--- src/rtl/lcd_bus_receiver.sv ---
// HD44780-style LCD bus receiver: samples the asynchronous 4/8-bit bus,
// reassembles bytes, and emulates the busy flag and address counter so
// that a driver can read them back.
module lcd_bus_receiver #(
  parameter int unsigned BUSY_CYCLES = 2000,
  parameter int unsigned BUSY_LONG   = 82000
) (
  input  logic       Clk,
  input  logic       Rst,
  input  logic       LCD_E,
  input  logic       LCD_RS,
  input  logic       LCD_RW,
  input  logic [3:0] LCD_DataIn,
  output logic [3:0] LCD_DataOut,
  output logic       LCD_DataOE,
  output logic [7:0] Byte_Out,
  output logic       Byte_RS,
  output logic       Byte_Valid,
  output logic       Busy,
  output logic [6:0] Addr,
  output logic       Mode4,
  output logic       Proto_Err,
  output logic [1:0] state_dbg
);

  // INIT8: one strobe per byte (8-bit init phase); HI/LO: nibble pairs.
  typedef enum logic [1:0] {
    INIT8 = 2'd0,
    HI    = 2'd1,
    LO    = 2'd2
  } state_t;

  state_t      state;

  logic        e_m, e_s, e_q;
  logic        rs_m, rs_s, rw_m, rw_s;
  logic [3:0]  d_m, d_s;
  logic        lat_rs, lat_rw;
  logic [3:0]  lat_nib;

  logic [3:0]  hi_nib;
  logic        hi_rs, hi_rw;
  logic [3:0]  rd_lo;
  logic [31:0] busy_cnt;

  logic        strobe;
  logic        emit;
  logic [7:0]  emit_byte;
  logic        emit_long;
  logic [31:0] busy_load;

  // Two-flop synchronizers for the bus, plus a latch of RS/RW/data while E is high
  always_ff @(posedge Clk or negedge Rst) begin
    if (!Rst) begin
      e_m     <= 1'b0;
      e_s     <= 1'b0;
      e_q     <= 1'b0;
      rs_m    <= 1'b0;
      rs_s    <= 1'b0;
      rw_m    <= 1'b0;
      rw_s    <= 1'b0;
      d_m     <= 4'h0;
      d_s     <= 4'h0;
      lat_rs  <= 1'b0;
      lat_rw  <= 1'b0;
      lat_nib <= 4'h0;
    end else begin
      e_m  <= LCD_E;
      e_s  <= e_m;
      e_q  <= e_s;
      rs_m <= LCD_RS;
      rs_s <= rs_m;
      rw_m <= LCD_RW;
      rw_s <= rw_m;
      d_m  <= LCD_DataIn;
      d_s  <= d_m;
      if (e_s) begin
        lat_rs  <= rs_s;
        lat_rw  <= rw_s;
        lat_nib <= d_s;
      end
    end
  end

  // Falling edge of synchronized E; the latched values belong to this strobe.
  assign strobe      = e_q & ~e_s;
  assign Busy        = (busy_cnt != 32'd0);
  assign LCD_DataOE  = e_s & rw_s;
  // High nibble is live status; the low nibble comes from the snapshot taken at the high strobe.
  assign LCD_DataOut = (state == LO) ? rd_lo : {Busy, Addr[6:4]};
  assign state_dbg   = state;

  // Decide whether this strobe completes a write byte, and what that byte is
  always_comb begin
    emit      = 1'b0;
    emit_byte = {lat_nib, 4'h0};
    if (strobe && !lat_rw) begin
      if (state == INIT8) begin
        emit = 1'b1;
      end else if (state == LO && !hi_rw && (lat_rs == hi_rs)) begin
        emit      = 1'b1;
        emit_byte = {hi_nib, lat_nib};
      end
    end
    emit_long = !lat_rs && (emit_byte >= 8'h01) && (emit_byte <= 8'h03);
    busy_load = emit_long ? BUSY_LONG : BUSY_CYCLES;
  end

  // Nibble sequencing FSM with byte output, address counter and busy counter
  always_ff @(posedge Clk or negedge Rst) begin
    if (!Rst) begin
      state      <= INIT8;
      hi_nib     <= 4'h0;
      hi_rs      <= 1'b0;
      hi_rw      <= 1'b0;
      rd_lo      <= 4'h0;
      busy_cnt   <= 32'd0;
      Byte_Out   <= 8'h00;
      Byte_RS    <= 1'b0;
      Byte_Valid <= 1'b0;
      Addr       <= 7'h00;
      Mode4      <= 1'b0;
      Proto_Err  <= 1'b0;
    end else begin
      Byte_Valid <= 1'b0;
      Proto_Err  <= 1'b0;
      if (Busy) begin
        busy_cnt <= busy_cnt - 32'd1;
      end
      if (strobe) begin
        case (state)
          INIT8: begin
            // Function set with DL=0 switches the bus to nibble pairs.
            if (!lat_rw && !lat_rs && lat_nib == 4'h2) begin
              state <= HI;
              Mode4 <= 1'b1;
            end
          end
          HI: begin
            hi_nib <= lat_nib;
            hi_rs  <= lat_rs;
            hi_rw  <= lat_rw;
            if (lat_rw) begin
              rd_lo <= Addr[3:0];
            end
            state <= LO;
          end
          LO: begin
            if (lat_rw != hi_rw) begin
              Proto_Err <= 1'b1;
              state     <= HI;
            end else if (lat_rw) begin
              state <= HI;
            end else if (lat_rs != hi_rs) begin
              // Mismatched RS: drop the old half and restart from this nibble.
              Proto_Err <= 1'b1;
              hi_nib    <= lat_nib;
              hi_rs     <= lat_rs;
            end else if (!lat_rs && hi_nib == 4'h3) begin
              // Function set with DL=1 drops back to 8-bit.
              state <= INIT8;
              Mode4 <= 1'b0;
            end else begin
              state <= HI;
            end
          end
          default: state <= INIT8;
        endcase
      end
      if (emit) begin
        Byte_Out   <= emit_byte;
        Byte_RS    <= lat_rs;
        Byte_Valid <= 1'b1;
        Proto_Err  <= Busy;
        // Placed after the decrement so a reload wins over expiry.
        busy_cnt   <= busy_load;
        if (lat_rs) begin
          Addr <= Addr + 7'd1;
        end else if (emit_long) begin
          Addr <= 7'h00;
        end else if (emit_byte[7]) begin
          Addr <= emit_byte[6:0];
        end
      end
    end
  end

endmodule

--- config.mk ---
export PLATFORM = sky130hd
export DESIGN_NAME = lcd_bus_receiver
export DESIGN_NICKNAME = d
export VERILOG_FILES = /design/src/rtl/lcd_bus_receiver.sv
export SDC_FILE = /design/constraint.sdc
export NUM_CORES = 1
export LEC_CHECK = 0
export BUFFER_PORTS_ARGS = -buffer_cell sky130_fd_sc_hd__buf_2
export CAP_MARGIN = 30
export CORE_ASPECT_RATIO = 0.7
export CORE_MARGIN = 2
export CORE_UTILIZATION = 46
export DETAILED_ROUTE_END_ITERATION = 10
export GPL_TIMING_DRIVEN = 0
export HOLD_SLACK_MARGIN = 0.1
export PLACE_DENSITY = 0.74
export SETUP_SLACK_MARGIN = 0.15
export SYNTH_ARGS = -nofsm -noshare
export SYNTH_HDL_FRONTEND = slang
export SYNTH_SLANG_ARGS = --single-unit
--- constraint.sdc ---
create_clock -name Clk -period 4.8 [get_ports Clk]
set_clock_uncertainty 0.05 [all_clocks]
set_input_delay 0.24 -clock Clk [delete_from_list [all_inputs] [get_ports Clk]]
set_output_delay 0.24 -clock Clk [all_outputs]
set_load 0.1 [all_outputs]
Yosys cells after proc, flatten, opt, wreduce, memory -nomap -nowiden. Index checks and enable logic that the tools add are counted.

Output and inout port bits: 27. Register bits: 84. Memories kept: 0. Bits in writable memories: 0. Latch bits: 0. Bits in read-only memories: 0. Logic and storage cells: 108. Input port bits: 9.

Eq/ne operators: 14. Mux-type cells: 40. Bitwise operators: 3. Shifts and indexed selects: 0. Reductions and logical operators: 23. $lt $le $gt $ge: 2. Multiply operators: 0. Divide/modulo/power cells: 0. $add $sub $neg: 2.

Operators with widths (number): 2-to-1 mux 32 bit (2); nonzero test 32 bit (1); subtractor 32 x 1 -> 32 bit (second input constant) (1); 2-to-1 mux 8 bit (3); 2-to-1 mux 7 bit (3); 2-to-1 mux 1 bit (19); 2-to-1 mux 17 bit (1); 2-to-1 mux 4 bit (4); equality test 4 x 2 -> 1 bit (second input constant) (2); >= comparator 8 x 1 -> 1 bit (second input constant) (1); less-or-equal comparator 8 x 2 -> 1 bit (second input constant) (1); logical AND 1 bit (8); 2-to-1 mux 2 bit (4); one-hot mux 4 bit (2 select lines) (1); adder 7 x 1 -> 7 bit (second input constant) (1); AND reduction 7 bit (1); != test 2 x 1 -> 1 bit (second input constant) (3); != test 2 bit (second input constant) (3); one-hot mux 2 bit (3 select lines) (1); AND reduction 3 bit (2); nonzero test 2 bit (3); AND reduction 5 bit (1); != test 4 bit (second input constant) (1); one-hot mux 1 bit (2 select lines) (2); 10 further kinds (15).

Depth between registers and ports, before layout.
Word-level depth: 11. Mapped depth: 10. Gate-level depth less buffers: 7.

Least setup slack after synthesis. No wires, ideal clock.

Path kind: reg2out. Start: reg busy_cnt[18]. End: out LCD_DataOut[3]. Setup slack: 1.076 ns. Required time: 4.510 ns. Data arrival time: 3.434 ns. Cell stages (with the launch flop): 7. Buffers on the path: 2. Path through: dfrtp_1 > or4_4 > buf_6 > nor3_1 > clkbuf_1 > nand3_1 > mux2_2.

Word-level cells in the longest chain between the ends: 2.

RTL lines: from (decl) (line 44) `logic [31:0] busy_cnt;`; from (signal assigned) (line 128) `busy_cnt <= busy_cnt - 32'd1;`; from (signal assigned) (line 176) `busy_cnt <= busy_load;`; nonzero test 32 bit (line 87) `assign Busy = (busy_cnt != 32'd0);`; named net Busy (line 19) `output logic Busy,`; 2-to-1 mux 4 bit (line 90) `assign LCD_DataOut = (state == LO) ? rd_lo : {Busy, Addr[6:4]};`; to (decl) (line 14) `output logic [3:0] LCD_DataOut,`.

The timed path passes the listed nets, and every way through them passes these cells.

Worst setup path after layout.
Start: reg busy_cnt[18]. End: out LCD_DataOut[3].

Word-level cells in the longest chain between the ends: 2.

RTL lines (line): nonzero test 32 bit (87); 2-to-1 mux 4 bit (90).

No other way between the ends.

==> results.txt <==
Status: complete, no violations
Peak Freq: 270 MHz
First-pass GRT wire length: 16.7 mm
RR Endpoint: busy_cnt[25]
CP peak stage delay: 540 ps
Synth Cell Area: 0.00408 mm2
Headroom to the max-slew limit: 0.341
Antenna violations before repair: 0
CP max stage cell: or4_4
Largest net degree at the start of global routing: 52
FP Rows: 28
Vias in the first global route: 3342
GR Overflow Total: 0
Final hold vios: 0
Crit path launch type: flop
Layout cells sized above 1: 0.183
Clk slew on worst S/H paths: 70 ps
Multi-input gate area: 0.00185 mm2
Fraction of the yosys area taken by sequential cells: 0.515
ANT cells: 0
Commonest non-fill, non-tap cell in the layout: dfrtp_1
Initial Util: 0.478
CTS Sinks: 84
Yosys warning count: 0
EDFF count, synth: 0
Pwr dens: 559 mW/mm2
ANT nets after route: 0
Cts-stage hold buffer count: 8
Worst r2r path cells: 9
Worst Tran Pin Value: 981 ps
Post-synth ARST share: 1.00
Final Cycle Share: 0.772
Most used DFF post-synth: dfrtp_1
Post_cts resized: 0
Flops & latches, synth: 84
Worst EP required: 4510 ps
Iter 0 DRT Violations: 326
DRT Pass-1 Iters: 5
Final WL: 9.91 mm
Crit. Startpoint: busy_cnt[18]
CTS buffer count: 9
Hold WC Path Type: reg2reg
Post-layout minimum cycle time: 3710 ps
Syn-to-layout area delta: 18.1%
Critical Path End: LCD_DataOut[3]
R2R setup slack: 1330 ps
Die Wd: 117 um
Peak VDD IR: 0.000385 V
Root buffer cell: clkbuf_16
Design Power: 0.00270 W
Die Footprint: 0.00966 mm2
Syn Nets: 411
Detail Placement HPWL: 6.85 mm
Final #Nets: 466
Final GP Congestion: 0.894
DR vias: 3456
CTS max path bufs: 2
Max-capacitance violation count: 0
Synth unique cells: 56
Worst Path Arrival: 3420 ps
FF-to-FF Start: busy_cnt[0]
Routed vias/inst: 5.96
Lkg Pwr: 2.04 nW
Worst-path cell chain: or4_4, buf_6, nor3_1, clkbuf_1, nand3_1, mux2_2, buf_2
CTS tree: built
Clock Latency Late Sink: 350 ps
Overall routing resource usage: 0.221
Number of remaining DRC errors: 0
Pins Over Slew Limit: 0
Area of the core: 0.00855 mm2
Setup violations, final: 0
Routed length per placed instance: 17.1 um
CTS H-tree depth: 3
Critical Path Fanout Max: 10
Crit path kind: reg2out
I/O Buffers: 35
CP endpoint kind: output pin
Area occupied by registers: 0.00210 mm2
Die height: 82.8 um
Most frequent cells in the layout: 84 x dfrtp_1, 35 x buf_2, 32 x nand2_1
RSZ-0062 raised after global routing: no
Mapped Avg Cell Area: 10.2 um2
Number of setup buffers added after CTS: 0
# IOs: 36
Setup TNS: 0 ps
FILL cells: 759
Cell count after synthesis: 400
-- synthesized netlist by cell type, types with 2 or more instances --
cell,count,share of area
a2111oi_0,2,0.0043
a211oi_1,4,0.0074
a21oi_1,22,0.027
a22o_1,2,0.0043
a311oi_1,4,0.0086
a31oi_1,7,0.011
and2_1,4,0.0061
and3_1,2,0.0031
and4_1,2,0.0043
buf_1,4,0.0037
buf_6,2,0.0055
clkbuf_1,16,0.015
dfrtp_1,84,0.51
ha_1,2,0.0061
inv_1,7,0.0064
mux2_2,18,0.050
mux2i_1,2,0.0049
nand2_1,32,0.029
nand2b_1,6,0.0092
nand3_1,8,0.0098
nand3b_1,3,0.0055
nand4_1,6,0.0092
nand4b_1,3,0.0064
nand4bb_1,2,0.0055
nor2_1,30,0.028
nor3_1,15,0.018
nor4_1,6,0.0092
o211ai_1,3,0.0055
o21a_1,2,0.0037
o21ai_0,22,0.027
o31ai_1,8,0.015
o41ai_1,2,0.0043
or2_2,3,0.0046
or3_1,12,0.018
or3_2,2,0.0037
or4_1,12,0.022
or4_4,2,0.0055
xnor2_1,12,0.026
xor2_1,8,0.017
-- power by group --
part | switching (W) | internal [W]
Clock | 0.000332 | 0.000370
Combinational | 0.000758 | 0.000265
Sequential | 0.000134 | 0.000837
Total | 0.00122 | 0.00147
-- critical path, delay by kind of cell, from the launching register on --
kind                   cells  cell delay, ps
AND/OR/NAND/NOR            3            1410
multiplexers               1             400
buffers and inverters      3             870
flip-flops                 1             400
-- logic make-up (layout without fill, tap and decap cells) --
kind of cell,after synthesis,after routing,share of synthesized area
flip-flops,84,84,0.515
XOR/XNOR,20,20,0.0429
AND/OR/NAND/NOR,156,156,0.212
adder cells (fa/ha/maj),2,2,0.00613
buffers and inverters,31,91,0.0334
multiplexers,20,20,0.0545
AO/OA/AOI/OAI,87,87,0.136
-- stage by stage --
| step | cell area [um2] | worst slack [ps] | instances | utilization | hold WS, ps |
|---|---|---|---|---|---|
| 2_1_floorplan | 4080 | 1080 | 400 | - | -106 |
| 3_3_place_gp | 4410 | 1510 | 555 | 0.516 | 281 |
| 3_5_place_dp | 4440 | 1490 | 556 | 0.519 | 172 |
| 4_1_cts | 4820 | 1140 | 580 | 0.564 | 301 |
| 5_1_grt | 4820 | 891 | 580 | 0.564 | 309 |
| 6_report | 4820 | 1090 | 580 | 0.564 | 300 |
-- layer usage --
metal	GRT usage	routed length, um	vias to the layer above
met5	0	0	-
met3	0.0518	606	19
met2	0.305	4210	128
met4	0.0674	167	0
li1	-	-	1585
met1	0.344	4920	1724
-- how the worst min path moves through the flow --
stage,from,endpoint,cells past startpoint
3_3_place_gp,d_m[2],d_s[2],0
3_5_place_dp,Rst,Byte_Valid,1
2_1_floorplan,Rst,Addr[0],0
4_1_cts,e_m,e_s,0
6_report,rs_m,rs_s,0
5_1_grt,d_m[1],d_s[1],0
-- cell type report --
class | count | share of cell area
Sequential cell | 84 | 0.436
Multi-Input combinational cell | 285 | 0.383
Timing Repair Buffer | 44 | 0.0591
Clock buffer | 9 | 0.0467
Tap cell | 120 | 0.0311
Buffer | 24 | 0.0228
Clock inverter | 7 | 0.0163
Inverter | 7 | 0.00545
-- registers in the layout (all words and copies together), names as in the netlist, 2 cells and up --
register   flops
d_s            4
Addr           7
hi_nib         4
busy_cnt      32
Byte_Out       8
d_m            4
rd_lo          4
state_dbg      2
lat_nib        4
(Power assumes the default switching activity.)
